`config.mk`:
```
export PLATFORM = sky130hd
export DESIGN_NAME = weather_frame_rx
export DESIGN_NICKNAME = d
export VERILOG_FILES = /design/src/rtl/weather_pkg.sv /design/src/rtl/weather_link_timer.sv /design/src/rtl/weather_frame_rx.sv
export SDC_FILE = /design/constraint.sdc
export NUM_CORES = 1
export LEC_CHECK = 0
export CAP_MARGIN = 10
export CORE_UTILIZATION = 52
export DETAILED_ROUTE_END_ITERATION = 8
export PLACE_DENSITY = 0.85
export SYNTH_ARGS = -nofsm -noshare
export SYNTH_HDL_FRONTEND = slang
export SYNTH_SLANG_ARGS = --single-unit
```
`constraint.sdc`:
```
create_clock -name CLK -period 2.2 [get_ports CLK]
set_clock_uncertainty 0.1 [all_clocks]
set_input_delay 0.44 -clock CLK [delete_from_list [all_inputs] [get_ports CLK]]
set_output_delay 0.44 -clock CLK [all_outputs]
set_load 0.005 [all_outputs]
```
`src/rtl/weather_pkg.sv`:
```
// Shared definitions for the weather-link receiver: state encoding, frame layout,
// reset weather values and the frame parity helper.
package weather_pkg;

  typedef enum logic [1:0] {
    HUNT    = 2'd0,
    PAYLOAD = 2'd1,
    PARITY  = 2'd2
  } rx_state_e;

  localparam int SYNC_W = 4;
  localparam int PAYLOAD_W = 17;
  localparam logic [SYNC_W-1:0] SYNC_PATTERN = 4'b1010;

  // Payload layout, MSB first: {thunderstorm, wind[5:0], visibility[1:0], temperature[7:0]}
  localparam int TS_POS  = 16;
  localparam int WIND_HI = 15;
  localparam int WIND_LO = 10;
  localparam int VIS_HI  = 9;
  localparam int VIS_LO  = 8;
  localparam int TEMP_HI = 7;
  localparam int TEMP_LO = 0;

  localparam logic       RST_THUNDER = 1'b0;
  localparam logic [5:0] RST_WIND    = 6'd0;
  localparam logic [1:0] RST_VIS     = 2'd0;
  localparam logic [7:0] RST_TEMP    = 8'd0;

  function automatic logic parity_even_ok(input logic [PAYLOAD_W-1:0] data, input logic par);
    return ~(^data ^ par);
  endfunction

endpackage

```
`src/rtl/weather_link_timer.sv`:
```
// Link supervision counters: intra-frame gap timeout and saturating stale-link counter.
module weather_link_timer #(
  parameter int BIT_TIMEOUT = 16,
  parameter int STALE_LIMIT = 1000
) (
  input  logic CLK,
  input  logic RST,
  input  logic gap_en,
  input  logic gap_clr,
  input  logic stale_clr,
  output logic timeout,
  output logic stale
);

  localparam int GAP_W   = $clog2(BIT_TIMEOUT + 1);
  localparam int STALE_W = $clog2(STALE_LIMIT + 1);
  localparam logic [GAP_W-1:0]   GAP_LAST  = GAP_W'(BIT_TIMEOUT - 1);
  localparam logic [STALE_W-1:0] STALE_MAX = STALE_W'(STALE_LIMIT);

  logic [GAP_W-1:0]   gap_cnt_r, gap_cnt_s;
  logic [STALE_W-1:0] stale_cnt_r, stale_cnt_s;
  logic               stale_r;

  // Next-count logic; timeout fires on the edge that completes BIT_TIMEOUT idle cycles.
  always_comb begin
    gap_cnt_s   = gap_cnt_r;
    stale_cnt_s = stale_cnt_r;
    timeout     = 1'b0;
    if (!gap_en || gap_clr) begin
      gap_cnt_s = '0;
    end else if (gap_cnt_r == GAP_LAST) begin
      timeout   = 1'b1;
      gap_cnt_s = '0;
    end else begin
      gap_cnt_s = gap_cnt_r + GAP_W'(1);
    end
    if (stale_clr) begin
      stale_cnt_s = '0;
    end else if (stale_cnt_r < STALE_MAX) begin
      stale_cnt_s = stale_cnt_r + STALE_W'(1);
    end else begin
      stale_cnt_s = stale_cnt_r;
    end
  end

  // Counter registers; the stale flag is registered alongside its count.
  always_ff @(posedge CLK or posedge RST) begin
    if (RST) begin
      gap_cnt_r   <= '0;
      stale_cnt_r <= STALE_MAX;
      stale_r     <= 1'b1;
    end else begin
      gap_cnt_r   <= gap_cnt_s;
      stale_cnt_r <= stale_cnt_s;
      stale_r     <= (stale_cnt_s >= STALE_MAX);
    end
  end

  assign stale = stale_r;

endmodule

```
`src/rtl/weather_frame_rx.sv`:
```
// Serial weather-link receiver: sync hunt, 17-bit payload capture, even parity check,
// and held weather outputs that change only on a good frame or reset.
module weather_frame_rx
  import weather_pkg::*;
#(
  parameter int BIT_TIMEOUT = 16,
  parameter int STALE_LIMIT = 1000
) (
  input  logic       CLK,
  input  logic       RST,
  input  logic       rx_valid,
  input  logic       rx_bit,
  output logic       thunderstorm,
  output logic [5:0] wind,
  output logic [1:0] visibility,
  output logic [7:0] temperature,
  output logic       frame_ok,
  output logic       parity_err,
  output logic       frame_err,
  output logic       link_stale,
  output logic [1:0] rx_state
);

  localparam logic [4:0] LAST_BIT = 5'(PAYLOAD_W - 1);

  rx_state_e            state_r, state_s;
  logic [SYNC_W-1:0]    sync_r, sync_s;
  logic [PAYLOAD_W-1:0] payload_r, payload_s;
  logic [4:0]           bit_cnt_r, bit_cnt_s;
  logic                 frame_ok_r, parity_err_r, frame_err_r;
  logic                 frame_ok_s, parity_err_s, frame_err_s;
  logic                 thunder_r;
  logic [5:0]           wind_r;
  logic [1:0]           vis_r;
  logic [7:0]           temp_r;
  logic                 in_frame_s, timeout_s, stale_s;

  assign in_frame_s = (state_r == PAYLOAD) || (state_r == PARITY);

  weather_link_timer #(
    .BIT_TIMEOUT(BIT_TIMEOUT),
    .STALE_LIMIT(STALE_LIMIT)
  ) u_timer (
    .CLK      (CLK),
    .RST      (RST),
    .gap_en   (in_frame_s),
    .gap_clr  (rx_valid),
    .stale_clr(frame_ok_s),
    .timeout  (timeout_s),
    .stale    (stale_s)
  );

  // Next-state and pulse decode; a timeout can only fire in a cycle without rx_valid.
  always_comb begin
    state_s      = state_r;
    sync_s       = sync_r;
    payload_s    = payload_r;
    bit_cnt_s    = bit_cnt_r;
    frame_ok_s   = 1'b0;
    parity_err_s = 1'b0;
    frame_err_s  = 1'b0;
    case (state_r)
      HUNT: begin
        if (rx_valid) begin
          sync_s = {sync_r[SYNC_W-2:0], rx_bit};
          if (sync_s == SYNC_PATTERN) begin
            state_s   = PAYLOAD;
            bit_cnt_s = 5'd0;
          end else begin
            state_s = HUNT;
          end
        end else begin
          sync_s = sync_r;
        end
      end
      PAYLOAD: begin
        if (timeout_s) begin
          frame_err_s = 1'b1;
          state_s     = HUNT;
          sync_s      = '0;
        end else if (rx_valid) begin
          payload_s = {payload_r[PAYLOAD_W-2:0], rx_bit};
          if (bit_cnt_r == LAST_BIT) begin
            state_s = PARITY;
          end else begin
            bit_cnt_s = bit_cnt_r + 5'd1;
          end
        end else begin
          state_s = PAYLOAD;
        end
      end
      PARITY: begin
        if (timeout_s) begin
          frame_err_s = 1'b1;
          state_s     = HUNT;
          sync_s      = '0;
        end else if (rx_valid) begin
          if (parity_even_ok(payload_r, rx_bit)) begin
            frame_ok_s = 1'b1;
          end else begin
            parity_err_s = 1'b1;
          end
          state_s = HUNT;
          sync_s  = '0;
        end else begin
          state_s = PARITY;
        end
      end
      default: begin
        state_s = HUNT;
        sync_s  = '0;
      end
    endcase
  end

  // State, shifters, pulses and held weather values.
  always_ff @(posedge CLK or posedge RST) begin
    if (RST) begin
      state_r      <= HUNT;
      sync_r       <= '0;
      payload_r    <= '0;
      bit_cnt_r    <= 5'd0;
      frame_ok_r   <= 1'b0;
      parity_err_r <= 1'b0;
      frame_err_r  <= 1'b0;
      thunder_r    <= RST_THUNDER;
      wind_r       <= RST_WIND;
      vis_r        <= RST_VIS;
      temp_r       <= RST_TEMP;
    end else begin
      state_r      <= state_s;
      sync_r       <= sync_s;
      payload_r    <= payload_s;
      bit_cnt_r    <= bit_cnt_s;
      frame_ok_r   <= frame_ok_s;
      parity_err_r <= parity_err_s;
      frame_err_r  <= frame_err_s;
      if (frame_ok_s) begin
        thunder_r <= payload_r[TS_POS];
        wind_r    <= payload_r[WIND_HI:WIND_LO];
        vis_r     <= payload_r[VIS_HI:VIS_LO];
        temp_r    <= payload_r[TEMP_HI:TEMP_LO];
      end
    end
  end

  assign thunderstorm = thunder_r;
  assign wind         = wind_r;
  assign visibility   = vis_r;
  assign temperature  = temp_r;
  assign frame_ok     = frame_ok_r;
  assign parity_err   = parity_err_r;
  assign frame_err    = frame_err_r;
  assign link_stale   = stale_s;
  assign rx_state     = state_r;

endmodule

```
# ---- Yosys cells after proc, flatten, opt, wreduce, memory -nomap -nowiden
# Index checks and enable logic that the tools add are counted.
dict set report totals {
  reg_bits 63
  input_bits 4
  output_inout_bits 23
}
dict set report op_classes {
  n_eq_ne 13
  n_bitwise 2
  mux 35
  magnitude_cmp 2
  add_sub_neg 3
  reduce_logical 11
}
# cell n
set op_table {}
lappend op_table {{$mux 5} 7}
lappend op_table {{$mux 10} 2}
lappend op_table {{$reduce_xor 17->1} 1}
lappend op_table {{$mux 1} 13}
lappend op_table {{$mux 2} 6}
lappend op_table {{$mux 3} 4}
lappend op_table {{$ne 2x2->1 const B} 6}
lappend op_table {{$add 10x1->10 const B} 1}
lappend op_table {{$add 5x1->5 const B} 2}
lappend op_table {{$ge 10x10->1 const B} 1}
lappend op_table {{$lt 10x10->1 const B} 1}
lappend op_table {{$pmux 5 s2} 1}
lappend op_table {{$pmux 3 s3} 1}
lappend op_table {{$pmux 2 s3} 1}
lappend op_table {{$reduce_and 3->1} 2}
lappend op_table {{$reduce_and 6->1} 1}
lappend op_table {{$eq 5x4->1 const B} 1}
lappend op_table {{$eq 5x5->1 const B} 1}
lappend op_table {{$eq 4x4->1 const B} 1}
lappend op_table {{$ne 4x3->1 const B} 1}
lappend op_table {{$ne 3x3->1 const B} 1}
lappend op_table {{$eq 2x1->1 const B} 1}
lappend op_table {{$eq 2x2->1 const B} 1}
lappend op_table {{$logic_not 2->1} 1}
lappend op_table {{other kinds (7)} 8}

# ---- Logic depth before layout (Yosys ltp)
dict set report depth {
  word_depth 9
  ltp_mapped 8
  mapped_depth_nobuf 7
}

# ---- Cells and area by module
# A second synthesis with hierarchy kept.
dict set report hier_totals {
  hier_cells 259
  area_unflattened_um2 3103.0
}
# mod cells_per_inst instances area_per_inst_um2
set modules_own_cells {}
lappend modules_own_cells {weather_frame_rx 170 1 2232.1}
lappend modules_own_cells {weather_link_timer 89 1 870.8}

# ---- Least setup slack after synthesis
# Ideal clock, no wire load.
dict set report synth_path {
  path_kind {input -> register}
  from {input port rx_bit}
  to {register temp_r[0], in the netlist temperature[0]}
  arrival_ps 2012
  path_slack_ps -37
  cell_stages 6
  t_required_ps 1975
  path_cell_list {xnor2_1 > xnor2_2 > xnor3_2 > mux2i_4 > buf_12 > mux2_4}
}
dict set report synth_between {
  elab_chain_len 5
}
# element line_no
set synth_rtl {}
lappend synth_rtl {{start, declared} weather_frame_rx.sv:12} ;# input logic rx_bit,
lappend synth_rtl {{$xor 1x1->1} weather_pkg.sv:30} ;# return ~(^data ^ par);
lappend synth_rtl {{$mux 1} weather_frame_rx.sv:98} ;# if (parity_even_ok(payload_r, rx_bit)) begin
lappend synth_rtl {{$mux 1} weather_frame_rx.sv:97} ;# end else if (rx_valid) begin
lappend synth_rtl {{$mux 1} weather_frame_rx.sv:93} ;# if (timeout_s) begin
lappend synth_rtl {{$mux 1} weather_frame_rx.sv:62} ;# case (state_r)
lappend synth_rtl {{end signal, assigned} weather_frame_rx.sv:142} ;# temp_r <= payload_r[TEMP_HI:TEMP_LO];
lappend synth_rtl {{end, declared} weather_frame_rx.sv:35} ;# logic [7:0] temp_r;
# Every way passes these cells.
# A chain may end at the register's enable or synchronous reset.

# ---- Worst setup path after layout
dict set report layout_path {
  from {register payload_r[0]}
  to {register temp_r[2], in the netlist temperature[2]}
}
dict set report layout_between {
  elab_chain_len 6
}
# element line_no
set layout_rtl {}
lappend layout_rtl {{start, declared} weather_frame_rx.sv:28} ;# logic [PAYLOAD_W-1:0] payload_r, payload_s;
lappend layout_rtl {{start signal, assigned} weather_frame_rx.sv:133} ;# payload_r <= payload_s;
lappend layout_rtl {{$reduce_xor 17->1} weather_pkg.sv:30}
lappend layout_rtl {{$xor 1x1->1} weather_pkg.sv:30}
lappend layout_rtl {{$mux 1} weather_frame_rx.sv:98}
lappend layout_rtl {{$mux 1} weather_frame_rx.sv:97}
lappend layout_rtl {{$mux 1} weather_frame_rx.sv:93}
lappend layout_rtl {{$mux 1} weather_frame_rx.sv:62}
# Every way passes these cells.

==> impl_results.md <==
* Status: complete, but fails checks
* Failing checks: setup timing
* Required @ worst endpoint at approximately 2300 ps
* DP Area at roughly 3600 um^2
* Initial Utilization at between 50% and 60%
* Clock tree buffer depth at 2
* Final number of max-transition violations at 0
* Clk root buf: clkbuf_8
* DRC viols at 0
* HP Class: in2async
* I/O pins at 27
* Clk pin slew, worst setup/hold paths at approximately 70 ps
* Period Utilization, post-route at 103.3%
* Mapped Nets at 269
* Final net count at 325
* Die Y at roughly 79 um
* CTS tree: built
* Least-Margin Pin Slew at about 400 ps
* Total global-route track usage at between 20% and 30%
* Worst Setup Slack, final at -72.26 ps
* Met1 usage in global routing at between 20 and 30%
* Grt met3 use at 7.241%
* Clock network fraction of total power at roughly 23%
* Post-layout util at 69.59%
* Share of cells above drive strength 1 at 31.76%
* Initial antenna violation count at 0
* Final WL at around 6.2 mm
* Max H-tree Level at 3
* P per Cell Area at approximately 1100 nW/um^2
* CP endpoint kind: flip-flop
* DP HPWL at between 3 and 4 mm
* Iteration count of the initial detailed-routing pass at 4
* Largest area contributor in the netlist: dfrtp_1
* Total number of vias at 2108
* WP data arrival at about 2400 ps
* Design Power at around 4.4 mW
* Count of cell types in the netlist at between 40 and 50
* Leakage at roughly 1.9 nW
* Cell count after synthesis at between 200 and 300
* Worst relative slew slack at between 70% and 80%
* Area of the core at approximately 5600 um^2
* Setup Viol. Count Final at 17
* Unrepaired setup endpoints after global routing: true
* Final instance area at 3902 um^2
* Net Sw Frac at 34.17%
* Combinational share of power at between 30% and 40%
* Placed cells at between 300 and 400
* Synth top area share at 45.70%
* Grt met2 use at 36.09%
* Max IR drop VDD at 739.4 uV
* Row count at 27
* Critical setup path kind: reg2reg
* Post-synth EDFFs at 0
* Area delta synth->final at 27.25%
* Top cells by area, synth: dfrtp_1, mux2_2, dfstp_2
* Width of the die at 78.80 um
* First DRT Iteration DRCs at 94
* FFs w/ async S/R, synth at between 90% and 100%
* Routed WL per cell at between 15 and 20 um
* Register bit total from synthesis at 63
* Num Clock Sinks at between 60 and 70
* Num CTS Buffers at 9
* Final antenna-violating net count at 0
* Post-layout minimum cycle time at ~2300 ps
* Vias in the first global route at around 2100
* Mean Syn Cell Area at between 10 and 15 um^2
* Crit Path Max Fanout at 7
* P_int at 2.884 mW
* N_diodes at 0
* Top Usage Layer GRT: met2
* Fin cells at between 300 and 400
* Synthesized cell area at between 3000 and 4000 um^2
* Post-synth top cells: dfrtp_1, mux2_2, nor2_1
* GRT Residual Overflow at 0
* Clk Latency, worst-skew pair at between 300 and 400 ps
* PortBufs at 26
* Die footprint at just over 6000 um^2
* Max-Cap Viols at 0
* Gp weighted congestion at between 0.8 and 0.9
* Hold Violations, Final at 0
* Largest net degree at the start of global routing at 64
* Yosys warnings at 0
* Count leader, synth: dfrtp_1
* DR vias/cell at ~5.4
* Main synth FF type: dfrtp_1
* Max Clk Rate at between 400 and 500 MHz
* Setup TNS Final at -866.0 ps
* Reg power frac at approximately two fifths
* Psw at between 1 and 1.5 mW
* First-pass GRT wire length at roughly 10 mm
* Startpoint Class: flip-flop
* Post-synthesis sequential area ratio at between 50 and 60%
cell type report:
| type | instances | area [um^2] |
|---|---|---|
| Inverter | 14 | 60.06 |
| Clock buffer | 12 | 145.1 |
| Sequential cell | 63 | 1589 |
| Tap cell | 72 | 90.09 |
| Multi-Input combinational cell | 172 | 1453 |
| Timing Repair Buffer | 53 | 520.5 |
| Fill cell | 405 | 1705 |
| Clock inverter | 4 | 45.04 |
sequential cells by signal, indices dropped and copies added, names as in the netlist, 3 cells and up:
signal / flops
payload_r: 17
u_timer.stale_cnt_r: 10
wind: 6
temperature: 8
bit_cnt_r: 5
u_timer.gap_cnt_r: 5
sync_r: 3
metrics by stage:
stage / hold slack (ps) / worst slack [ps]
after global placement: 345.1 / -416.3
after floorplan: 332.9 / -17.41
after detailed placement: 366.8 / -493.4
after CTS: 374.8 / -69.20
final: 370.7 / -72.26
after global routing: 388.5 / -136.5
kinds of logic after synthesis:
family,after synthesis,synth area share (%)
compound gates,32,6.406
xor+xnor,26,8.609
fa+ha+maj,8,3.264
buf+inv,22,3.468
flops,63,51.69
mux,38,15.42
simple gates,68,11.14
final timing paths:
kind / startpoint / end / slack, ps / depth (start not counted)
min reg2reg: u_timer.gap_cnt_r[0] / u_timer.gap_cnt_r[0] / 370 / 1
max reg2reg: payload_r[0] / temperature[2] / -70 / 6
min in group CLK: u_timer.gap_cnt_r[0] / u_timer.gap_cnt_r[0] / 370 / 1
max: payload_r[0] / temperature[2] / -70 / 6
min: RST / u_timer.stale_cnt_r[4] / 370 / 3
max in group asynchronous: RST / u_timer.stale_cnt_r[5] / 1320 / 3
timing repair:
item / in CTS / in global routing
endpoints found under the hold margin: 0 / 0
setup endpoints to repair: 18 / 32
cloned: 1 / 0
hold buffers: 0 / 0
setup buffers: 6 / 1
pin swaps: 6 / 4
resized for setup: 16 / 10
power groups by stage:
stage	clock network (mW)	logic (mW)	registers, mW
after floorplan	0	1.16	1.63
after global placement	0	1.47	1.70
after detailed placement	0	1.52	1.71
after CTS	1.01	1.60	1.69
after global routing	1.07	1.85	1.74
final	0.996	1.68	1.70
routing by layer:
metal	share of wire, %	routed length (um)
met1	45	2763
met2	48	2988
met3	4.7	288
met4	2.2	138
met5	0	0
critical path: stages, from the launching register on:
cell	delay [ps]
dfrtp_1	420
xnor2_2	190
xnor2_1	140
xnor3_2	490
mux2i_4	300
clkbuf_16	230
mux2_4	290
placed cells by master, fill, tap and decap left out, types with 3 or more instances in the layout:
master,synthesis,routed
a21oi_1,10,10
buf_12,1,3
buf_4,0,22
clkbuf_8,0,10
clkdlybuf4s50_1,0,25
clkinv_2,0,3
dfrtp_1,56,53
dfrtp_2,0,3
dfstp_2,7,7
ha_1,8,8
inv_1,13,12
mux2_2,24,17
mux2_4,10,17
mux2i_1,3,3
nand2_1,16,16
nand3_1,10,10
nor2_1,21,21
o21ai_0,10,9
o31ai_1,3,3
or3_1,3,3
xnor2_1,16,10
xnor2_2,1,7
xor2_1,7,7
(Power assumes the default switching activity.)
